File: config.mk
export PLATFORM = sky130hd
export DESIGN_NAME = alu_issue_ctrl
export DESIGN_NICKNAME = d
export VERILOG_FILES = /design/src/rtl/alu_agent_pkg.sv /design/src/rtl/alu_sync_fifo.sv /design/src/rtl/alu_issue_ctrl.sv
export SDC_FILE = /design/constraint.sdc
export NUM_CORES = 1
export LEC_CHECK = 0
export CORE_MARGIN = 5
export CORE_UTILIZATION = 25
export CTS_BUF_LIST = sky130_fd_sc_hd__clkbuf_2 sky130_fd_sc_hd__clkbuf_4 sky130_fd_sc_hd__clkbuf_8
export DETAILED_ROUTE_END_ITERATION = 10
export RECOVER_POWER = 25
export SYNTH_ARGS = -nofsm -noshare
export SYNTH_HDL_FRONTEND = slang
export SYNTH_SLANG_ARGS = --single-unit
File: constraint.sdc
create_clock -name clk -period 2.6 [get_ports clk]
set_clock_uncertainty 0.1 [all_clocks]
set_input_delay 0.26 -clock clk [delete_from_list [all_inputs] [get_ports clk]]
set_output_delay 0.26 -clock clk [all_outputs]
set_load 0.005 [all_outputs]
File: src/rtl/alu_agent_pkg.sv
// Shared types for the ALU agent: opcodes, widths and the request/tag/response records.
// Used by alu_issue_ctrl (optional stats build: define ALU_ISSUE_STATS_EN).
package alu_agent_pkg;

    localparam int ALU_DATA_W = 16;
    localparam int ALU_TXN_W  = 32;

    typedef enum logic [1:0] {
        ADD = 2'd0,
        SUB = 2'd1,
        MUL = 2'd2,
        DIV = 2'd3
    } op_type_t;

    typedef struct packed {
        logic [ALU_DATA_W-1:0] val1;
        logic [ALU_DATA_W-1:0] val2;
        op_type_t              mode;
        logic [ALU_TXN_W-1:0]  txn_id;
    } alu_req_t;

    typedef struct packed {
        logic [ALU_TXN_W-1:0] txn_id;
        logic                 err;
    } alu_tag_t;

    typedef struct packed {
        logic [ALU_DATA_W-1:0] result;
        logic [ALU_TXN_W-1:0]  txn_id;
        logic                  err;
    } alu_rsp_t;

    function automatic logic isDivZero(input alu_req_t r);
        return (r.mode == DIV) && (r.val2 == '0);
    endfunction

endpackage

File: src/rtl/alu_sync_fifo.sv
// Show-ahead synchronous FIFO of arbitrary element type; pushes while full are ignored.
module alu_sync_fifo #(
    parameter type T     = logic,
    parameter int  DEPTH = 4
) (
    input  logic clk,
    input  logic rst,
    input  logic push_i,
    input  T     data_i,
    input  logic pop_i,
    output T     data_o,
    output logic empty_o,
    output logic full_o
);
    localparam int AW = $clog2(DEPTH);

    T              mem_q [DEPTH];
    logic [AW-1:0] wrPtr_q;
    logic [AW-1:0] rdPtr_q;
    logic [AW:0]   count_q;
    logic          doPush;
    logic          doPop;

    assign empty_o = (count_q == '0);
    assign full_o  = (count_q == (AW+1)'(DEPTH));
    assign doPush  = push_i && !full_o;
    assign doPop   = pop_i && !empty_o;
    assign data_o  = mem_q[rdPtr_q];

    always_ff @(posedge clk) begin
        if (doPush) mem_q[wrPtr_q] <= data_i;
    end

    always_ff @(posedge clk or posedge rst) begin
        if (rst) begin
            wrPtr_q <= '0;
            rdPtr_q <= '0;
            count_q <= '0;
        end else begin
            if (doPush) wrPtr_q <= wrPtr_q + 1'b1;
            if (doPop)  rdPtr_q <= rdPtr_q + 1'b1;
            case ({doPush, doPop})
                2'b10:   count_q <= count_q + 1'b1;
                2'b01:   count_q <= count_q - 1'b1;
                default: count_q <= count_q;
            endcase
        end
    end

endmodule

File: src/rtl/alu_issue_ctrl.sv
// ALU front end: buffers tagged requests, issues under a credit limit, re-tags results in order.
// Define ALU_ISSUE_STATS_EN to add the saturating stat_* counters.
module alu_issue_ctrl
    import alu_agent_pkg::*;
#(
    parameter int REQ_DEPTH = 4,
    parameter int RSP_DEPTH = 4
) (
    input  logic                  clk,
    input  logic                  rst,
    input  logic                  req_valid,
    output logic                  req_ready,
    input  logic [ALU_DATA_W-1:0] req_val1,
    input  logic [ALU_DATA_W-1:0] req_val2,
    input  op_type_t              req_mode,
    input  logic [ALU_TXN_W-1:0]  req_txn_id,
    output logic                  alu_valid_i,
    output logic [ALU_DATA_W-1:0] alu_val1,
    output logic [ALU_DATA_W-1:0] alu_val2,
    output op_type_t              alu_mode,
    input  logic                  alu_valid_o,
    input  logic [ALU_DATA_W-1:0] alu_result,
    output logic                  rsp_valid,
    input  logic                  rsp_ready,
    output logic [ALU_DATA_W-1:0] rsp_result,
    output logic [ALU_TXN_W-1:0]  rsp_txn_id,
    output logic                  rsp_err,
`ifdef ALU_ISSUE_STATS_EN
    output logic [31:0]           stat_issued,
    output logic [31:0]           stat_div0,
    output logic [31:0]           stat_credit_stall,
`endif
    output logic                  err_spurious
);
    localparam int CW = $clog2(RSP_DEPTH + 1);

    alu_req_t              reqIn, reqHead;
    alu_tag_t              tagIn, tagHead;
    alu_rsp_t              rspIn, rspHead;
    logic                  reqPush, reqEmpty, reqFull;
    logic                  tagEmpty, tagFull, tagPop;
    logic                  rspEmpty, rspFull, rspPop;
    logic                  issue, headDiv0, retValid;
    logic [CW-1:0]         credits_q, credits_d;
    logic                  mask_q, spurious_q, aluValid_q;
    logic [ALU_DATA_W-1:0] aluVal1_q, aluVal2_q;
    op_type_t              aluMode_q;

    assign reqIn     = '{val1: req_val1, val2: req_val2, mode: req_mode, txn_id: req_txn_id};
    assign req_ready = !rst && !reqFull;
    assign reqPush   = req_valid && req_ready;

    assign headDiv0 = isDivZero(reqHead);
    assign issue    = !reqEmpty && (credits_q != '0) && !tagFull;
    assign tagIn    = '{txn_id: reqHead.txn_id, err: headDiv0};

    // Results arriving during reset or on the first edge after it belong to discarded work.
    assign retValid = alu_valid_o && !mask_q;
    assign tagPop   = retValid && !tagEmpty && !rspFull;
    assign rspIn    = '{result: (tagHead.err ? '0 : alu_result), txn_id: tagHead.txn_id, err: tagHead.err};

    assign rsp_valid  = !rspEmpty;
    assign rspPop     = rsp_valid && rsp_ready;
    assign rsp_result = rspEmpty ? '0 : rspHead.result;
    assign rsp_txn_id = rspEmpty ? '0 : rspHead.txn_id;
    assign rsp_err    = !rspEmpty && rspHead.err;

    assign alu_valid_i  = aluValid_q;
    assign alu_val1     = aluVal1_q;
    assign alu_val2     = aluVal2_q;
    assign alu_mode     = aluMode_q;
    assign err_spurious = spurious_q;

    alu_sync_fifo #(.T(alu_req_t), .DEPTH(REQ_DEPTH)) u_reqFifo (
        .clk(clk), .rst(rst), .push_i(reqPush), .data_i(reqIn), .pop_i(issue),
        .data_o(reqHead), .empty_o(reqEmpty), .full_o(reqFull)
    );

    alu_sync_fifo #(.T(alu_tag_t), .DEPTH(RSP_DEPTH)) u_tagFifo (
        .clk(clk), .rst(rst), .push_i(issue), .data_i(tagIn), .pop_i(tagPop),
        .data_o(tagHead), .empty_o(tagEmpty), .full_o(tagFull)
    );

    alu_sync_fifo #(.T(alu_rsp_t), .DEPTH(RSP_DEPTH)) u_rspFifo (
        .clk(clk), .rst(rst), .push_i(tagPop), .data_i(rspIn), .pop_i(rspPop),
        .data_o(rspHead), .empty_o(rspEmpty), .full_o(rspFull)
    );

    always_comb begin
        credits_d = credits_q;
        if (issue && !rspPop)      credits_d = credits_q - 1'b1;
        else if (!issue && rspPop) credits_d = credits_q + 1'b1;
    end

    always_ff @(posedge clk or posedge rst) begin
        if (rst) begin
            credits_q  <= CW'(RSP_DEPTH);
            mask_q     <= 1'b1;
            spurious_q <= 1'b0;
            aluValid_q <= 1'b0;
            aluVal1_q  <= '0;
            aluVal2_q  <= '0;
            aluMode_q  <= ADD;
        end else begin
            credits_q  <= credits_d;
            mask_q     <= 1'b0;
            aluValid_q <= issue;
            if (retValid && tagEmpty) spurious_q <= 1'b1;
            // A zero divisor is still issued to keep ordering, with a harmless divisor of 1.
            if (issue) begin
                aluVal1_q <= reqHead.val1;
                aluVal2_q <= headDiv0 ? ALU_DATA_W'(1) : reqHead.val2;
                aluMode_q <= reqHead.mode;
            end
        end
    end

`ifdef ALU_ISSUE_STATS_EN
    logic [31:0] statIssued_q, statDiv0_q, statStall_q;

    always_ff @(posedge clk or posedge rst) begin
        if (rst) begin
            statIssued_q <= '0;
            statDiv0_q   <= '0;
            statStall_q  <= '0;
        end else begin
            if (issue && statIssued_q != '1)             statIssued_q <= statIssued_q + 1'b1;
            if (issue && headDiv0 && statDiv0_q != '1)   statDiv0_q   <= statDiv0_q + 1'b1;
            if (!reqEmpty && credits_q == '0 && statStall_q != '1) statStall_q <= statStall_q + 1'b1;
        end
    end

    assign stat_issued       = statIssued_q;
    assign stat_div0         = statDiv0_q;
    assign stat_credit_stall = statStall_q;
`endif

endmodule

# Word-level counts from Yosys, hierarchy flattened
# Memories as Yosys holds them, arrays and structs flattened.
# Cells that the tools add are included.
# classes
n_reduce_logical	38
n_addsub	14
eq_ne	10
mux	15
# ops
cell	n
$mux W16	3
$mux W32	1
$logic_and A1 B1 Y1	19
$pmux W3 S2	3
$logic_not A16 Y1	1
$add A2 B1 Y2 const B	6
$add A3 B1 Y3 const B	4
$sub A3 B1 Y3 const B	4
$logic_not A1 Y1	10
$eq A3 B3 Y1 const B	3
$logic_not A3 Y1	3
$eq A2 B2 Y1 const B	4
$reduce_bool A2 Y1	4
$eq A2 B1 Y1 const B	3
$mux W1	6
$mux W3	2
$reduce_bool A3 Y1	1
# totals
n_memories	3
ram_bits	592
wordCells	96
regBits	61
out_inout_bits	87
inputBits	87
# memory_table
memory	words	width	rd	rd_clocked_by_memory_dff	write_ports	line_no	rtl
u_reqFifo.mem_q	4	66	1	0	1	alu_sync_fifo.sv:17	T mem_q [DEPTH];
u_rspFifo.mem_q	4	49	1	0	1	alu_sync_fifo.sv:17	
u_tagFifo.mem_q	4	33	1	0	1	alu_sync_fifo.sv:17	

# Longest topological paths before layout
# Gate-level depths: netlist of the first run.
# depth
ltp_word	8
depth_mapped	10
mapped_depth_nobuf	10

# Hierarchy
# Synthesis of the first run repeated with hierarchy kept, for this count alone.
# hier_totals
hier_cells	1138
hier_area_um2	24850.1
# by_module_without_submodules
module	area_each_um2	seq_area_each_um2	cells_per_inst	instances
alu_sync_fifo at u_reqFifo	9964.6	8102.8	383	1
alu_sync_fifo at u_rspFifo	7558.5	6060.8	295	1
alu_sync_fifo at u_tagFifo	5242.5	4139.0	211	1
alu_issue_ctrl	2084.5	1003.5	249	1

# Worst setup path before layout of the first run
# OpenSTA, ideal clock, no wires.
# synth_timing
path_type	register to register
from	register u_reqFifo.count_q[1]
to	memory u_reqFifo.mem_q[0][0] (netlist bit), enable pin
setup_time_ns	0.432
path_stages_with_launch	4
path_buffers	0
t_arrival_ns	2.382
setup_slack_ns	-0.314
path_cell_list	dfrtp_1 > inv_1 > a31oi_1 > and3_1
# synth_between
elab_chain_len	7
# synth_lines
item	line_no	rtl
start, declared	alu_sync_fifo.sv:20	logic [AW:0] count_q;
start signal, assigned	alu_sync_fifo.sv:43	2'b10: count_q <= count_q + 1'b1;
start signal, assigned	alu_sync_fifo.sv:44	2'b01: count_q <= count_q - 1'b1;
start signal, assigned	alu_sync_fifo.sv:45	default: count_q <= count_q;
$eq A3 B3 Y1	alu_sync_fifo.sv:25	assign full_o = (count_q == (AW+1)'(DEPTH));
$logic_not A1 Y1	alu_issue_ctrl.sv:50	assign req_ready = !rst && !reqFull;
$logic_and A1 B1 Y1	alu_issue_ctrl.sv:50	
named net req_ready	alu_issue_ctrl.sv:12	output logic req_ready,
$logic_and A1 B1 Y1	alu_issue_ctrl.sv:51	assign reqPush = req_valid && req_ready;
$logic_and A1 B1 Y1	alu_sync_fifo.sv:26	assign doPush = push_i && !full_o;
$mux W1	alu_sync_fifo.sv:31	if (doPush) mem_q[wrPtr_q] <= data_i;
$mux W1 (not written as such)	alu_sync_fifo.sv:31	
end, declared	alu_sync_fifo.sv:17	
# The timed path passes the listed nets, and every way through them passes these cells.

# Worst setup path after layout of the first run
# layout_timing
from	register u_rspFifo.rdPtr_q[0]
to	output rsp_txn_id[16]
# layout_between
elab_chain_len	2
# layout_lines
item	line_no	rtl
start, declared	alu_sync_fifo.sv:19	logic [AW-1:0] rdPtr_q;
start signal, assigned	alu_sync_fifo.sv:41	if (doPop) rdPtr_q <= rdPtr_q + 1'b1;
$mem_v2 Z4 W49	-	
$mux W32	alu_issue_ctrl.sv:65	assign rsp_txn_id = rspEmpty ? '0 : rspHead.txn_id;
end, declared	alu_issue_ctrl.sv:26	output logic [ALU_TXN_W-1:0] rsp_txn_id,
# Every way passes these cells.

==> results of run 1 <==
worst register-to-register path: cells and delay by family (launching register included):
kind,cells,cell delay (ns)
AND/OR/NAND/NOR,2,0.38
AO/OA/AOI/OAI,1,0.26
flip-flops,1,0.54
buffers and inverters,2,0.83
flip-flops by register name, summed over array words and instances (netlist names):
register	cells
u_reqFifo.mem_q	264
u_rspFifo.wrPtr_q	2
u_tagFifo.mem_q	132
u_rspFifo.count_q	3
alu_val1	16
mask_q	1
credits_q	3
u_rspFifo.mem_q	196
u_rspFifo.rdPtr_q	2
u_tagFifo.count_q	3
u_reqFifo.count_q	3
alu_mode	2
u_tagFifo.rdPtr_q	2
u_tagFifo.wrPtr_q	2
err_spurious	1
u_reqFifo.rdPtr_q	2
u_reqFifo.wrPtr_q	2
alu_valid_i	1
alu_val2	16
metrics by stage:
stage	setup TNS, ns	power, mW
after floorplan	0	22.82
after global placement	-0.04134	27.70
after detailed placement	-0.3108	28.15
after CTS	-8.739	38.86
after global routing	-9.235	40.30
final	-3.984	38.06
final cells by class:
cell class / count / area (µm²)
clock buffers: 152 / 1892
inverters: 24 / 91.34
multi-input cells: 338 / 5076
repair buffers: 293 / 3406
fillers: 9227 / 66270
well taps: 1287 / 1610
diodes: 8 / 20.02
clock inverters: 39 / 301.5
flip-flops and latches: 653 / 19320
Yosys cell counts, types with 5 or more instances:
cell	count	area [µm²]
buf_2	16	80.08
nor2b_1	16	100.1
clkbuf_1	21	78.83
nor2_1	5	18.77
nand2_1	8	30.03
edfxtp_1	592	17780
mux2_2	34	382.9
dfrtp_1	59	1476
xor2_1	10	87.58
mux4_2	142	3198
mux4_1	6	157.7
ha_1	16	200.2
and2_1	58	362.9
inv_1	24	90.09
xnor2_1	11	96.34
power breakdown:
part | switching (mW) | leakage [nW] | internal (mW) | total [mW]
Combinational | 6.04 | 3.39 | 7.11 | 13.1
Clock | 3.96 | 1.15 | 4.99 | 8.95
Sequential | 0.882 | 6.11 | 15.1 | 16.0
layer usage:
layer  global-route usage [%]  vias to the layer above  part of all wire [%]
met3                    3.291                       93                   6.6
li1                         -                     5074                     -
met5                        0                        -                  0.14
met2                    17.66                      279                    52
met1                    11.67                     5946                    39
met4                    3.213                       12                   2.0
cells by family (layout without fill, tap and decap cells):
logic type      Yosys count  after routing  synth area share (%)
flops                   653            653                 78.61
mux                     186            186                 15.39
simple gates            101            101                 2.471
buf+inv                  71            508                 1.325
xor+xnor                 21             21                0.7489
fa+ha+maj                20             20                 1.141
compound gates            9              9                0.3057
other cells               1              9               0.01527
repair_timing:
item	4_1_cts	5_1_grt
setup endpoints to repair	54	49
hold endpoints to repair	100	0
setup buffers	35	1
hold buffers	25	0
cloned	6	0
gates resized for setup	311	14
pin swaps	44	0
how the worst max path moves through the flow:
stage	start	cells after the start	end
floorplan	credits_q[2]	9	u_reqFifo.count_q[2]
global placement	u_reqFifo.rdPtr_q[0]	4	u_tagFifo.mem_q[0][0]
detailed placement	u_reqFifo.rdPtr_q[0]	4	u_tagFifo.mem_q[3][0]
CTS	u_rspFifo.rdPtr_q[0]	6	rsp_txn_id[26]
global route	u_rspFifo.rdPtr_q[0]	6	rsp_txn_id[8]
finish	u_rspFifo.rdPtr_q[0]	6	rsp_txn_id[16]
==> flow_metrics.tcl, run 1 <==
set metrics [dict create \
    synth_area_um2 24560 \
    r2r_cells 5 \
    grt_overflow 0 \
    grt_pass1_wl_um 79070 \
    cpMaxStageDelayCell "mux4_2" \
    initial_core_util_pct 25.06 \
    status "finished with violations" \
    max_freq_mhz 363.7 \
    synth_nets 1169 \
    critPathKind "flop to primary output" \
    grt_pass1_vias 12701 \
    vias 11404 \
    dieArea_um2 104600 \
    drv_slew 0 \
    tightest_slew_ns 0.8856 \
    async_flop_share_pct 9.342 \
    dp_hpwl_um 32910 \
    yosys_most_used_dff "edfxtp_1" \
    final_common_cell "edfxtp_1" \
    rr_startpoint "credits_q[2]" \
    antenna_found_initial 15 \
    stdcell_area_um2 31720 \
    portBuffers 173 \
    die_h_um 323.4 \
    reg2reg_to "u_tagFifo.mem_q[1][2]" \
    syn_to_final_growth_pct 29.15 \
    static-leakage-power_nw 10.65 \
    initialDrtViolationCount 668 \
    dp.cells 2530 \
    path_common_cell "buf_6" \
    core-area_um2 97990 \
    grt_start_max_net_pins 44 \
    final.min_clock_period_ns 2.749 \
    synthCells 1062 \
    first_pass_iters 4 \
    whs_ns 0.1165 \
    setup_slack_ns -0.1495 \
    layout_common_cells "edfxtp_1, mux4_2, clkbuf_8" \
    holdCritStartpoint "alu_valid_o" \
    hold_viol_final 0 \
    clock-sinks 653 \
    slowest_delay_ns 0.48 \
    drive_above_1_share_pct 37.22 \
    clk_pin_slew_ns 0.06 \
    wl_per_cell_um 18.69 \
    place_area_um2 28540 \
    track_usage_pct 10.05 \
    rsz0062_at_grt "true" \
    startpoint_type "flop" \
    crit_path_end_kind "primary output" \
    synth.avg_cell_area_um2 23.13 \
    viasPerCell 4.082 \
    finalSetupViolations 43 \
    ys_ff_latch 653 \
    layout.cells.non_filler 2794 \
    cp.buffers_inverters 4 \
    numCtsBuffers 106 \
    ys_seq_area_share_pct 78.61 \
    path_cells "buf_12 > buf_16 > buf_6 > mux4_2 > and2_4 > buf_6" \
    p_per_area_nw_per_um2 1200 \
    reg2reg_slack_ns 0.13 \
    fin_crit_sh_pct 105.7 \
    crit_required_ns 2.24 \
    dieWidth_um 323.4 \
    worstPathArrival_ns 2.39 \
    drc 0 \
    ant_nets 0 \
    synth_edf_count 592 \
    final_util_pct 32.37 \
    wl_um 52230 \
    ios 174 \
    drv_cap 0 \
    cts.path.max_buffers 3 \
    hold_depth 2 \
    place_congestion 0.6995 \
    synth.distinct_cells 37 \
    clk_latency_ns 0.73 \
    std_cell_rows 115 \
    cts_root_buf "clkbuf_8" \
    maxSlewHeadroom_pct 40.63 \
    place_ws_ns -0.07773 \
    ys_warn_count 0 \
    hold_path_class "input pin to flop" \
    hold-path-endpoint "err_spurious" \
    layout.nets 1523 \
    htreeDepth 3 \
    tritoncts "yes" \
    worstPathMaxFanout 8 \
    ir_drop_mv 0.6608 \
    violations "setup timing" \
    cp_top_family "buffers and inverters" \
]
No activity file was read; power rests on OpenSTA's default activity.
==> inputs of run 2 (changes only) <==
- CORE_MARGIN: 5 -> 2
- REMOVE_ABC_BUFFERS: unset -> 1
==> run 2 against run 1 <==
  * The flow still finishes with violations (setup timing)
  * Non-clock buffer count rose by 4
  * Via count rose by 0.22%
  * Fmax fell by 1.2%
  * Sequential cell count did not move
  * Global-route usage rose by 0.28 points
  * Design area rose by 0.35%
  * Sequential power barely moved
  * Largest cell class unchanged
==> flow_metrics.tcl, run 2 (same netlist as run 1, synthesis figures left out) <==
set metrics [dict create \
    largest_register_ffs 264 \
    maxSlewHeadroom_pct 31.99 \
    dp.cells 2529 \
    die_h_um 317.4 \
    place_ws_ns 0.009140 \
    biggestRegsByFlops "u_reqFifo.mem_q (264), u_rspFifo.mem_q (196), u_tagFifo.mem_q (132)" \
    hold_path_class "input pin to flop" \
    static-leakage-power_nw 10.71 \
    std_cell_rows 114 \
    crit_required_ns 2.24 \
    place_congestion 0.7033 \
    reg2reg_slack_ns 0.13 \
    setup-tns-final_ns -4.368 \
    dp_hpwl_um 32300 \
    final_util_pct 32.81 \
    drc 0 \
    violations "setup timing" \
    grt_pass1_wl_um 78670 \
    p_total_mw 38.55 \
    drive_above_1_share_pct 36.14 \
    rr_startpoint "u_rspFifo.count_q[0]" \
    tightest_slew_ns 1.015 \
    cts.path.max_buffers 3 \
    track_usage_pct 10.33 \
    first_pass_iters 6 \
    ff_latch_area_um2 19320 \
    hold_viol_final 0 \
    nFillCells 9147 \
    antenna_found_initial 18 \
    vias 11429 \
    clock-sinks 653 \
    crit_path_end_kind "primary output" \
    syn_to_final_growth_pct 29.59 \
    critPathKind "flop to primary output" \
    wl_um 51920 \
    tritoncts "yes" \
    cts_root_buf "clkbuf_8" \
    layout.cells.non_filler 2793 \
    worstPathMaxFanout 6 \
    stdcell_area_um2 31830 \
    p_per_area_nw_per_um2 1211 \
    ios 174 \
    max_freq_mhz 359.2 \
    holdCritStartpoint "alu_result[5]" \
    portBuffers 173 \
    finalSetupViolations 47 \
    hold-path-endpoint "u_rspFifo.mem_q[0][38]" \
    drv_slew 0 \
    r2r_cells 8 \
    wl_per_cell_um 18.59 \
    reg2reg_to "credits_q[2]" \
    layout.nets 1526 \
    grt_pass1_vias 12770 \
    layout_common_cells "edfxtp_1, mux4_2, clkbuf_8" \
    grt_overflow 0 \
    worstPathArrival_ns 2.42 \
    startpoint_type "flop" \
    numCtsBuffers 105 \
    fin_crit_sh_pct 107.1 \
    clk_pin_slew_ns 0.08 \
    grt_start_max_net_pins 56 \
    htreeDepth 3 \
    clk_latency_ns 0.74 \
    drv_cap 0 \
    core-area_um2 96990 \
    setup_slack_ns -0.1836 \
    ant_nets 0 \
    multiInputGateArea_um2 5099 \
    initialDrtViolationCount 645 \
    hold_depth 2 \
    place_area_um2 28560 \
    viasPerCell 4.092 \
    dieArea_um2 100800 \
    final_common_cell "edfxtp_1" \
    ir_drop_mv 0.5516 \
    status "finished with violations" \
    largest_register "u_reqFifo.mem_q" \
    initial_core_util_pct 25.32 \
    final.min_clock_period_ns 2.784 \
    rsz0062_at_grt "true" \
    dieWidth_um 317.4 \
    whs_ns 0.1404 \
]
run 2: cell types whose count changed in the layout (fill, tap and decap cells not counted), sizes merged, moves of 2 or more:
cell | previous run | this run
diode | 8 | 6
clkdlybuf4s15 | 0 | 2
buf | 142 | 119
clkinvlp | 4 | 6
dlygate4sd2 | 0 | 17
inv | 25 | 30
bufinv | 3 | 11
dlygate4sd3 | 92 | 102
clkbuf | 154 | 145
run 2: layout make-up:
class                   instances  area share (%)
repair buffers                297           10.48
clock inverters                55           1.871
inverters                      24          0.2870
diodes                          6         0.04717
well taps                    1276           5.016
flip-flops and latches        653           60.70
clock buffers                 144           5.578
multi-input cells             338           16.02
run 2: power by group:
| part | internal [mW] | switching (mW) | total (mW) |
|---|---|---|---|
| Clock | 5.60 | 4.18 | 9.78 |
| Sequential | 15.1 | 0.833 | 15.9 |
| Combinational | 6.83 | 6.03 | 12.9 |
| Total | 27.5 | 11.0 | 38.6 |
run 2: how the worst max path moves through the flow:
| stage | depth (start not counted) | slack, ns | start | end |
|---|---|---|---|---|
| after floorplan | 4 | -1.59 | u_reqFifo.rdPtr_q[0] | u_tagFifo.mem_q[0][0] |
| after global placement | 5 | 0.06 | u_reqFifo.rdPtr_q[0] | u_tagFifo.mem_q[0][0] |
| after detailed placement | 5 | 0.009 | u_reqFifo.rdPtr_q[0] | u_tagFifo.mem_q[0][0] |
| after CTS | 7 | -0.32 | u_rspFifo.rdPtr_q[0] | rsp_txn_id[22] |
| after global routing | 7 | -0.28 | u_rspFifo.rdPtr_q[0] | rsp_result[12] |
| final | 7 | -0.18 | u_rspFifo.rdPtr_q[0] | rsp_result[12] |
run 2: repair_timing:
| action | in CTS | in global routing |
|---|---|---|
| hold buffers | 35 | 0 |
| resized for setup | 230 | 24 |
| pin swaps | 33 | 4 |
| cloned | 5 | 0 |
| setup endpoints to repair | 54 | 55 |
| buffers inserted | 20 | 1 |
| hold endpoints to repair | 134 | 0 |
run 2: per-layer routing:
layer | global-route usage, % | wire length, µm | up-vias
met4 | 4.709 | 1652 | 18
met5 | 0 | 116 | -
met2 | 18.42 | 27030 | 246
met3 | 2.597 | 2598 | 119
met1 | 11.61 | 20530 | 5962
li1 | - | - | 5084
run 2: worst max-delay path, stage by stage, from the launching register on:
cell and delay [ns]:
dfrtp_4 0.49, buf_12 0.16, buf_12 0.13, buf_12 0.12
buf_6 0.10, mux4_2 0.42, and2_4 0.15, buf_6 0.11
